`src/rtl/nubus_video_pkg.sv`:
```
// Shared types and line geometry for the NuBus video card VRAM path.
package nubus_video_pkg;

  typedef enum logic [1:0] {
    IDLE,
    VID_RD,
    CPU_RD,
    CPU_WR
  } ARB_STATE_T;

  localparam int unsigned VRAM_WORDS     = 153600;
  localparam int unsigned MAX_LINE_WORDS = 320;

endpackage

```
`src/rtl/nubus_vram_line_fifo.sv`:
```
// First-word-fall-through scanline FIFO with registered head, level output,
// synchronous flush and a one-cycle underflow pulse.
module nubus_vram_line_fifo #(
  parameter int unsigned DEPTH = 16
) (
  input  logic                     clk,
  input  logic                     reset_n,
  input  logic                     flush,
  input  logic                     push,
  input  logic [15:0]              din,
  input  logic                     pop,
  output logic [15:0]              dout,
  output logic                     empty,
  output logic                     underflow,
  output logic [$clog2(DEPTH):0]   level
);

  localparam int unsigned AW = $clog2(DEPTH);
  localparam logic [AW:0] LVL_ONE = (AW+1)'(1);

  logic [15:0]   mem [DEPTH];
  logic [AW-1:0] wr_ptr;
  logic [AW-1:0] rd_ptr;
  logic [AW-1:0] rd_next;
  logic          do_push;
  logic          do_pop;
  logic [15:0]   head_next;

  assign do_push = push && !flush;
  assign do_pop  = pop && !flush && (level != '0);
  assign rd_next = rd_ptr + 1'b1;
  assign empty   = (level == '0);

  // Head register tracks mem[rd_ptr]; when the FIFO is (or becomes) empty
  // the incoming word bypasses the array so it appears on the next edge.
  always_comb begin
    head_next = dout;
    if (do_pop) begin
      if (level != LVL_ONE) head_next = mem[rd_next];
      else if (do_push)     head_next = din;
    end else if (empty && do_push) begin
      head_next = din;
    end
  end

  always_ff @(posedge clk) begin
    if (do_push) mem[wr_ptr] <= din;
  end

  always_ff @(posedge clk or negedge reset_n) begin
    if (!reset_n) begin
      wr_ptr    <= '0;
      rd_ptr    <= '0;
      level     <= '0;
      dout      <= '0;
      underflow <= 1'b0;
    end else begin
      underflow <= pop && !flush && empty;
      dout      <= head_next;
      if (flush) begin
        wr_ptr <= '0;
        rd_ptr <= '0;
        level  <= '0;
      end else begin
        if (do_push) wr_ptr <= wr_ptr + 1'b1;
        if (do_pop)  rd_ptr <= rd_next;
        case ({do_push, do_pop})
          2'b10:   level <= level + 1'b1;
          2'b01:   level <= level - 1'b1;
          default: ;
        endcase
      end
    end
  end

endmodule

```
`src/rtl/nubus_vram_arbiter.sv`:
```
// Arbitrates the single SDRAM VRAM port between scanline prefetch and
// CPU word access, with a bounded deferral of the CPU by urgent video.
module nubus_vram_arbiter
  import nubus_video_pkg::*;
#(
  parameter int unsigned ADDR_W        = 25,
  parameter int unsigned FIFO_DEPTH    = 16,
  parameter int unsigned LOW_WATER     = 4,
  parameter int unsigned CPU_DEFER_MAX = 4
) (
  input  logic              clk,
  input  logic              reset_n,
  input  logic              vid_line_start,
  input  logic [ADDR_W-1:0] vid_base,
  input  logic [8:0]        vid_words,
  input  logic              vid_pop,
  output logic [15:0]       vid_data,
  output logic              vid_empty,
  output logic              vid_underflow,
  input  logic              cpu_req,
  input  logic              cpu_we,
  input  logic [ADDR_W-1:0] cpu_addr,
  input  logic [15:0]       cpu_wdata,
  output logic [15:0]       cpu_rdata,
  output logic              cpu_done,
  output logic [ADDR_W-1:0] mem_addr,
  output logic [15:0]       mem_dout,
  output logic              mem_rd,
  output logic              mem_wr,
  input  logic [15:0]       mem_din,
  input  logic              mem_ready
);

  localparam int unsigned LW = $clog2(FIFO_DEPTH) + 1;
  localparam int unsigned DW = $clog2(CPU_DEFER_MAX + 1);
  localparam logic [LW-1:0] LOW_LVL   = LW'(LOW_WATER);
  localparam logic [LW-1:0] FULL_LVL  = LW'(FIFO_DEPTH);
  localparam logic [DW-1:0] DEFER_CAP = DW'(CPU_DEFER_MAX);

  ARB_STATE_T        state_q;
  ARB_STATE_T        state_d;
  logic [ADDR_W-1:0] vid_ptr;
  logic [8:0]        remaining;
  logic [DW-1:0]     defer_cnt;
  logic              discard_q;
  logic [LW-1:0]     fifo_level;
  logic              cpu_pending;
  logic              vid_have;
  logic              urgent;
  logic              vid_push;
  logic              cpu_xfer;

  // cpu_req stays high through the cpu_done cycle; that cycle must not regrant.
  assign cpu_pending = cpu_req && !cpu_done;
  assign vid_have    = (remaining != '0) && !vid_line_start;
  assign urgent      = vid_have && (fifo_level < LOW_LVL) &&
                       !(cpu_pending && (defer_cnt == DEFER_CAP));
  assign vid_push    = (state_q == VID_RD) && mem_ready && !discard_q && !vid_line_start;
  assign cpu_xfer    = (state_q == CPU_RD) || (state_q == CPU_WR);

  always_ff @(posedge clk or negedge reset_n) begin
    if (!reset_n) state_q <= IDLE;
    else          state_q <= state_d;
  end

  always_comb begin
    state_d = state_q;
    unique case (state_q)
      IDLE: begin
        if (urgent)                                     state_d = VID_RD;
        else if (cpu_pending)                           state_d = cpu_we ? CPU_WR : CPU_RD;
        else if (vid_have && (fifo_level < FULL_LVL))   state_d = VID_RD;
      end
      default: if (mem_ready) state_d = IDLE;
    endcase
  end

  always_comb begin
    mem_rd = 1'b0;
    mem_wr = 1'b0;
    unique case (state_q)
      VID_RD, CPU_RD: mem_rd = 1'b1;
      CPU_WR:         mem_wr = 1'b1;
      default:        ;
    endcase
  end

  always_ff @(posedge clk or negedge reset_n) begin
    if (!reset_n) begin
      mem_addr  <= '0;
      mem_dout  <= '0;
      cpu_rdata <= '0;
      cpu_done  <= 1'b0;
      vid_ptr   <= '0;
      remaining <= '0;
      defer_cnt <= '0;
      discard_q <= 1'b0;
    end else begin
      cpu_done <= cpu_xfer && mem_ready;
      if (state_q == CPU_RD && mem_ready) cpu_rdata <= mem_din;

      if (state_q == IDLE) begin
        if (state_d == VID_RD) begin
          mem_addr <= vid_ptr;
          if (cpu_pending) defer_cnt <= defer_cnt + 1'b1;
        end else if (state_d != IDLE) begin
          mem_addr  <= cpu_addr;
          defer_cnt <= '0;
          if (state_d == CPU_WR) mem_dout <= cpu_wdata;
        end
      end

      if (vid_line_start) begin
        vid_ptr   <= vid_base;
        remaining <= vid_words;
      end else if (vid_push) begin
        vid_ptr   <= vid_ptr + 1'b1;
        remaining <= remaining - 1'b1;
      end

      // A read in flight across a line restart finishes but its word is dropped.
      if (state_q == VID_RD && mem_ready) discard_q <= 1'b0;
      if (vid_line_start && state_q == VID_RD && !mem_ready) discard_q <= 1'b1;
    end
  end

  nubus_vram_line_fifo #(
    .DEPTH (FIFO_DEPTH)
  ) u_fifo (
    .clk       (clk),
    .reset_n   (reset_n),
    .flush     (vid_line_start),
    .push      (vid_push),
    .din       (mem_din),
    .pop       (vid_pop),
    .dout      (vid_data),
    .empty     (vid_empty),
    .underflow (vid_underflow),
    .level     (fifo_level)
  );

endmodule

```
`config.mk`:
```
export PLATFORM = sky130hd
export DESIGN_NAME = nubus_vram_arbiter
export DESIGN_NICKNAME = d
export VERILOG_FILES = /design/src/rtl/nubus_video_pkg.sv /design/src/rtl/nubus_vram_line_fifo.sv /design/src/rtl/nubus_vram_arbiter.sv
export SDC_FILE = /design/constraint.sdc
export NUM_CORES = 1
export LEC_CHECK = 0
export ABC_AREA = 1
export BUFFER_PORTS_ARGS = -buffer_cell sky130_fd_sc_hd__buf_4
export CORE_MARGIN = 2
export CORE_UTILIZATION = 35
export DETAILED_ROUTE_END_ITERATION = 8
export HOLD_SLACK_MARGIN = 0.12
export PLACE_DENSITY = 0.52
export SLEW_MARGIN = 10
export SYNTH_ARGS = -nofsm -noshare
export SYNTH_HDL_FRONTEND = slang
export SYNTH_SLANG_ARGS = --single-unit
```
`constraint.sdc`:
```
create_clock -name clk -period 3.75 [get_ports clk]
set_input_delay 0.75 -clock clk [delete_from_list [all_inputs] [get_ports clk]]
set_output_delay 0.75 -clock clk [all_outputs]
set_load 0.01 [all_outputs]
```
-- Word level (Yosys, flattened, before mapping)
Memories as Yosys holds them, arrays and structs flattened.
Index checks and enable logic that the tools add are counted.
- register bits: 128
- memory bits (writable): 256
- input port bits: 98
- output and inout port bits: 78
- word-level logic and storage cells: 108
- memories: 1
- memories (name ; depth ; width ; rd ports ; clocked after memory_dff ; wr ports ; line ; text):
    u_fifo.mem ; 16 ; 16 ; 1 ; 0 ; 1 ; nubus_vram_line_fifo.sv:21 ; logic [15:0] mem [DEPTH];
- add/subtract/negate cells: 7
- order comparisons: 2
- equality and inequality tests: 11
- multiplexer cells: 31
- bitwise logic cells: 1
- reductions and logical operators: 41
- operators by type and width (cell ; number):
    25-bit two-way mux ; 4
    16-bit two-way mux ; 4
    25-bit by 1-bit adder with 25-bit output (second input constant) ; 1
    1-bit logical AND ; 18
    9-bit two-way mux ; 2
    4-bit two-way mux ; 4
    2-bit nonzero test ; 7
    2-bit two-way mux ; 5
    5-bit case mux with 2 select lines ; 1
    3-bit two-way mux ; 3
    9-bit nonzero test ; 1
    9-bit by 1-bit subtractor with 9-bit output (second input constant) ; 1
    4-bit by 1-bit adder with 4-bit output (second input constant) ; 2
    2-bit == test (second input constant) ; 4
    1-bit two-way mux ; 7
    2-bit by 1-bit == test with 1-bit output (second input constant) ; 3
    5-bit by 1-bit adder with 5-bit output (second input constant) ; 1
    1-bit logical NOT ; 5
    5-bit logical NOT ; 1
    5-bit by 3-bit less-than comparator with 1-bit output (second input constant) ; 1
    5-bit less-than comparator (second input constant) ; 1
    5-bit two-way mux ; 1
    5-bit by 1-bit != test with 1-bit output (second input constant) ; 1
    5-bit nonzero test ; 1
    other kinds (13) ; 14

-- Longest topological paths before layout
- depth after elaboration: 10
- depth in mapped cells: 16
- gate-level depth less buffers: 15

-- Modules after synthesis
From an unflattened synthesis, not the netlist that was laid out.
- cells, all modules: 1940
- area total of the unflattened synthesis: 17932.2 sq um
- by module, submodules not included (module ; instances ; cells an instance ; area an instance (sq um) ; sequential area each (sq um)):
    nubus_vram_line_fifo ; 1 ; 1262 ; 12605.8 ; 8438.1
    nubus_vram_arbiter ; 1 ; 678 ; 5326.4 ; 2452.4

-- Least setup slack after synthesis
OpenSTA, ideal clock, no wires.
- kind: input -> register
- from: in vid_line_start
- to: mem u_fifo.mem[3][0] (enable)
- library setup time: 0.430 ns
- arrival time: 2.769 ns
- data required time: 3.320 ns
- path slack: 0.551 ns
- stages on the path: 3
- buffers on the path: 2
- cell sequence: buf_2 > clkbuf_1 > nor4_1
- longest elaborated chain between the ends: 5
- RTL lines (item ; line ; text):
    from (decl) ; nubus_vram_arbiter.sv:13 ; input logic vid_line_start,
    1-bit logical NOT * ; nubus_vram_line_fifo.sv:29, nubus_vram_arbiter.sv:58 ;
    1-bit logical AND ; nubus_vram_arbiter.sv:58 ; assign vid_push = (state_q == VID_RD) && mem_ready && !discard_q && !vid_line_start;
    1-bit logical AND * ; nubus_vram_line_fifo.sv:29 ; assign do_push = push && !flush;
    1-bit two-way mux * ; nubus_vram_line_fifo.sv:47 ; if (do_push) mem[wr_ptr] <= din;
    1-bit two-way mux (not written as such) * ; nubus_vram_line_fifo.sv:47 ;
    to (decl) ; nubus_vram_line_fifo.sv:21 ;
Mark *: on every way between the ends. The rest lies on a longest branch, timed or not.

-- Final worst setup path
- from: reg u_fifo.rd_ptr[0]
- to: reg u_fifo.dout[9]
- longest elaborated chain between the ends: 4
- RTL lines (item ; line ; text):
    from (decl) ; nubus_vram_line_fifo.sv:23 ; logic [AW-1:0] rd_ptr;
    from (signal assigned) ; nubus_vram_line_fifo.sv:66 ; if (do_pop) rd_ptr <= rd_next;
    4-bit by 1-bit adder with 4-bit output ; nubus_vram_line_fifo.sv:31 ; assign rd_next = rd_ptr + 1'b1;
    memory 16 x 16 bit ; -- ;
    16-bit two-way mux ; nubus_vram_line_fifo.sv:39 ; if (level != LVL_ONE) head_next = mem[rd_next];
    16-bit two-way mux ; nubus_vram_line_fifo.sv:38 ; if (do_pop) begin
    to (signal assigned) ; nubus_vram_line_fifo.sv:59 ; dout <= head_next;
    to (decl) ; nubus_vram_line_fifo.sv:12 ; output logic [15:0] dout,
Every way passes these cells.
A chain may end at the register's enable or synchronous reset.

==> flow_results.xml <==
<?xml version="1.0" encoding="UTF-8"?>
<metrics>
  <group name="cts">
    <metric name="postCtsResizedCells" unit="">0</metric>
    <metric name="cts-hold-fix-buffers" unit="">0</metric>
    <metric name="htreeDepth" unit="">2</metric>
    <metric name="cts_sinks" unit="">384</metric>
    <metric name="clock-root-buffer" unit="">sky130_fd_sc_hd__clkbuf_16</metric>
    <metric name="insertion_delay" unit="ns">0.58</metric>
    <metric name="post-cts-setup-buffers" unit="">0</metric>
    <metric name="clock_tree.buffer_depth" unit="">3</metric>
    <metric name="tritoncts_clock_tree" unit="">built</metric>
    <metric name="clkTransAtPathRegs" unit="ns">0.06</metric>
    <metric name="cts_made_buffers" unit="">43</metric>
  </group>
  <group name="synth">
    <metric name="avgSynthCellArea" unit="µm²">10.7</metric>
    <metric name="synth_top_area_frac" unit="">0.460</metric>
    <metric name="synth_top_cell_by_area" unit="">sky130_fd_sc_hd__edfxtp_1</metric>
    <metric name="asyncSetResetFlopFracSynth" unit="">0.333</metric>
    <metric name="synth.top_cells.by_area" unit="">sky130_fd_sc_hd__edfxtp_1 (46%), sky130_fd_sc_hd__dfrtp_1 (19%), sky130_fd_sc_hd__o21ai_0 (5.8%)</metric>
    <metric name="number_of_synthesized_flops_with_an_enable_pin" unit="">256</metric>
    <metric name="synthDistinctLibCells" unit="">39</metric>
    <metric name="seq_area_frac_synth" unit="">0.652</metric>
    <metric name="netlist_area" unit="µm²">16700</metric>
    <metric name="synth_warnings" unit="">0</metric>
    <metric name="post_synth_inst_count" unit="">1557</metric>
    <metric name="mapped_nets" unit="">1672</metric>
    <metric name="synth-seq-cells" unit="">384</metric>
    <metric name="synth-main-ff-cell" unit="">sky130_fd_sc_hd__edfxtp_1</metric>
  </group>
  <group name="pwr">
    <metric name="cell_internal_pwr" unit="mW">9.14</metric>
    <metric name="switching_part_of_the_total" unit="">0.363</metric>
    <metric name="cell_leakage_power" unit="nW">8.09</metric>
    <metric name="p_seq_frac" unit="">0.387</metric>
    <metric name="p_sw" unit="mW">5.21</metric>
    <metric name="power.combinational.fraction" unit="">0.336</metric>
    <metric name="power_per_cell_area" unit="nW/µm²">713</metric>
    <metric name="peak_vdd_ir" unit="mV">0.320</metric>
    <metric name="clockPowerShare" unit="">0.277</metric>
  </group>
  <group name="floorplanning">
    <metric name="fp.dieH" unit="µm">222</metric>
    <metric name="die_area" unit="µm²">49500</metric>
    <metric name="core" unit="µm²">47400</metric>
    <metric name="initial_utilization" unit="">0.352</metric>
    <metric name="io-pin-count" unit="">176</metric>
    <metric name="chipWidth" unit="µm">222</metric>
    <metric name="row_count" unit="">80</metric>
  </group>
  <group name="grt">
    <metric name="number_of_global_route_vias_before_repair" unit="">11952</metric>
    <metric name="grtUsageTotal" unit="">0.187</metric>
    <metric name="global_route_wire_length_before_repair" unit="mm">71.2</metric>
    <metric name="overflow" unit="">0</metric>
    <metric name="grt_max_degree" unit="">72</metric>
    <metric name="grt_antenna_before_repair" unit="">0</metric>
  </group>
  <group name="detailed_routing">
    <metric name="initial_drt_markers" unit="">877</metric>
    <metric name="wl_per_cell" unit="µm">19.2</metric>
    <metric name="antenna_violating_nets_post_route" unit="">0</metric>
    <metric name="wl_met3" unit="mm">3.05</metric>
    <metric name="vias_per_cell" unit="">5.08</metric>
    <metric name="wl_met1" unit="mm">21.2</metric>
    <metric name="first_pass_iters" unit="">5</metric>
    <metric name="drt_wl_total" unit="mm">45.8</metric>
    <metric name="vias" unit="">12101</metric>
    <metric name="route.detailed.drc" unit="">0</metric>
    <metric name="top_layer_used" unit="">met4</metric>
    <metric name="met2WireLength" unit="mm">20.8</metric>
  </group>
  <group name="setup_path">
    <metric name="worst_path_largest_cell_delay" unit="ns">0.67</metric>
    <metric name="worst-setup-path-type" unit="">flip-flop to flip-flop</metric>
    <metric name="reg2regPathDepth" unit="">8</metric>
    <metric name="crit_fanout" unit="">43</metric>
    <metric name="slowest_stage" unit="">sky130_fd_sc_hd__dfrtp_4</metric>
    <metric name="setup.reg_to_reg.worst_slack" unit="ns">0.96</metric>
    <metric name="worstSetupEndpointType" unit="">flip-flop</metric>
    <metric name="critPathRequiredTime" unit="ns">4.20</metric>
    <metric name="reg2reg_from" unit="">u_fifo.rd_ptr[0]</metric>
    <metric name="start_kind" unit="">flip-flop</metric>
    <metric name="terminus_of_the_critical_flop_to_flop_path" unit="">u_fifo.dout[9]</metric>
    <metric name="worstPathArrival" unit="ns">3.23</metric>
    <metric name="crit_path_cell_trace" unit="">clkinv_2 &gt; buf_12 &gt; o21ai_0 &gt; o22ai_1 &gt; o211ai_1 &gt; o21ai_1 &gt; nand3_1 &gt; nand2_1</metric>
  </group>
  <group name="timing">
    <metric name="slew_headroom" unit="">0.386</metric>
    <metric name="drv_slew" unit="">0</metric>
    <metric name="fin_crit_sh" unit="">0.743</metric>
    <metric name="fmaxAchievable" unit="MHz">359</metric>
    <metric name="clock_skew" unit="ns">0.0218</metric>
    <metric name="rsz0062_at_grt" unit="">no</metric>
    <metric name="period_minus_slack" unit="ns">2.79</metric>
    <metric name="setup-violations-final" unit="">0</metric>
    <metric name="tightestPinTransition" unit="ns">0.919</metric>
    <metric name="totalNegativeSetupSlack" unit="ns">0</metric>
    <metric name="final_hold_viol_count" unit="">0</metric>
  </group>
  <group name="cells_and_area">
    <metric name="commonest_non_fill_non_tap_cell_in_the_layout" unit="">sky130_fd_sc_hd__edfxtp_1</metric>
    <metric name="layout_common_cells" unit="">sky130_fd_sc_hd__edfxtp_1 (256), sky130_fd_sc_hd__nand2_1 (255), sky130_fd_sc_hd__buf_4 (209)</metric>
    <metric name="fill_cell_count" unit="">4606</metric>
    <metric name="num-nets-final" unit="">1849</metric>
    <metric name="p_r_area_growth_vs_syn" unit="%">20.4</metric>
    <metric name="layout-drive-gt1-share" unit="">0.182</metric>
    <metric name="finish.cell_count_without_fillers" unit="">2382</metric>
    <metric name="diodes" unit="">0</metric>
  </group>
  <group name="placement">
    <metric name="gp_congestion" unit="">0.811</metric>
    <metric name="dp.cells" unit="">2304</metric>
    <metric name="place.detailed.hpwl" unit="mm">29.2</metric>
    <metric name="io_buffer_count" unit="">175</metric>
  </group>
  <group name="run_status">
    <metric name="run_status" unit="">completed</metric>
  </group>
  <group name="hold_path">
    <metric name="min_path_type" unit="">primary input to asynchronous set/reset pin</metric>
  </group>
  <group name="flow_run">
    <metric name="drv_cap" unit="">0</metric>
  </group>
</metrics>
[routing by layer]
| layer | track usage | vias up |
|---|---|---|
| met2 | 0.292 | 353 |
| met5 | 0 | - |
| met1 | 0.265 | 5910 |
| met4 | 0.0398 | 0 |
| met3 | 0.0436 | 58 |
| li1 | - | 5780 |
[synth_stat cells, types with 4 or more instances]
cell type	instances
sky130_fd_sc_hd__nand4_1	11
sky130_fd_sc_hd__nor3_1	14
sky130_fd_sc_hd__nand3_1	85
sky130_fd_sc_hd__a22oi_1	9
sky130_fd_sc_hd__dfrtp_1	128
sky130_fd_sc_hd__xor2_1	24
sky130_fd_sc_hd__o221ai_1	24
sky130_fd_sc_hd__buf_4	7
sky130_fd_sc_hd__nor4_1	4
sky130_fd_sc_hd__o21ai_1	18
sky130_fd_sc_hd__o22ai_1	42
sky130_fd_sc_hd__clkbuf_1	50
sky130_fd_sc_hd__o21ai_0	192
sky130_fd_sc_hd__nand2_2	8
sky130_fd_sc_hd__edfxtp_1	256
sky130_fd_sc_hd__o211ai_1	42
sky130_fd_sc_hd__inv_2	13
sky130_fd_sc_hd__mux2_2	9
sky130_fd_sc_hd__nand2_1	255
sky130_fd_sc_hd__a21oi_1	12
sky130_fd_sc_hd__inv_1	105
sky130_fd_sc_hd__buf_2	19
sky130_fd_sc_hd__nand2_4	4
sky130_fd_sc_hd__nor2_1	186
sky130_fd_sc_hd__ha_1	17
[how the worst max path moves through the flow]
stage | from | to | slack, ns | depth (start not counted)
after detailed placement | vid_line_start | u_fifo.dout[0] | 0.88 | 10
final | u_fifo.rd_ptr[0] | u_fifo.dout[9] | 0.96 | 8
after global placement | vid_line_start | u_fifo.dout[10] | 0.95 | 10
after CTS | u_fifo.rd_ptr[0] | u_fifo.dout[9] | 0.99 | 8
after global routing | u_fifo.rd_ptr[0] | u_fifo.dout[11] | 0.75 | 8
after floorplan | vid_line_start | u_fifo.mem[3][0] | 0.55 | 3
[final cells by class]
cell class              count  area [µm²]  share of cell area
clock buffers              64        1180              0.0589
clock inverters            14         135             0.00672
inverters                 119         448              0.0223
multi-input cells         972        5030               0.250
flip-flops and latches    384       10900               0.541
well taps                 615         769              0.0382
repair buffers            214        1660              0.0825
[cells by family after synthesis]
group | count (synthesis) | share of synthesized area
AOI/OAI and AO/OA | 347 | 0.122
muxes | 9 | 0.00607
adders and majority gates | 17 | 0.0127
xor gates and xnor gates | 27 | 0.0151
and+or+nand+nor | 572 | 0.143
DFF | 384 | 0.652
buffers and inverters | 201 | 0.0491
[sequential cells by signal (all words and copies together) (netlist names)]
register and count:
u_fifo.rd_ptr 4, vid_ptr 25, defer_cnt 3, u_fifo.underflow 1
cpu_done 1, discard_q 1, u_fifo.mem 256, state_q 2
u_fifo.wr_ptr 4, mem_addr 25, cpu_rdata 16, mem_dout 16
remaining 9, u_fifo.dout 16, u_fifo.level 5
[critical path: cells and delay by family (launching register included)]
family	cells	cell delay (ns)
and+or+nand+nor	2	0.18
DFF	1	0.67
buffers and inverters	2	0.94
AOI/OAI and AO/OA	4	0.83
[power by group through the flow]
stage | clock network, mW | registers (mW) | logic (mW)
after detailed placement | 0 | 5.63 | 4.86
after floorplan | 0 | 5.66 | 2.98
after CTS | 4.09 | 5.57 | 4.87
after global placement | 0 | 5.64 | 4.81
after global routing | 4.25 | 5.63 | 5.44
final | 3.98 | 5.55 | 4.82
[through the flow]
stage / total power, mW / instance area, µm² / hold WS [ns] / utilization / worst slack (ns)
2_1_floorplan: 8.64 / 16700 / 0.454 / - / 0.551
3_3_place_gp: 10.4 / 18800 / 0.469 / 0.396 / 0.954
3_5_place_dp: 10.5 / 18800 / 0.471 / 0.396 / 0.882
4_1_cts: 14.5 / 20100 / 0.227 / 0.424 / 0.993
5_1_grt: 15.3 / 20100 / 0.244 / 0.424 / 0.753
6_report: 14.4 / 20100 / 0.205 / 0.424 / 0.964
(Power assumes the default switching activity.)
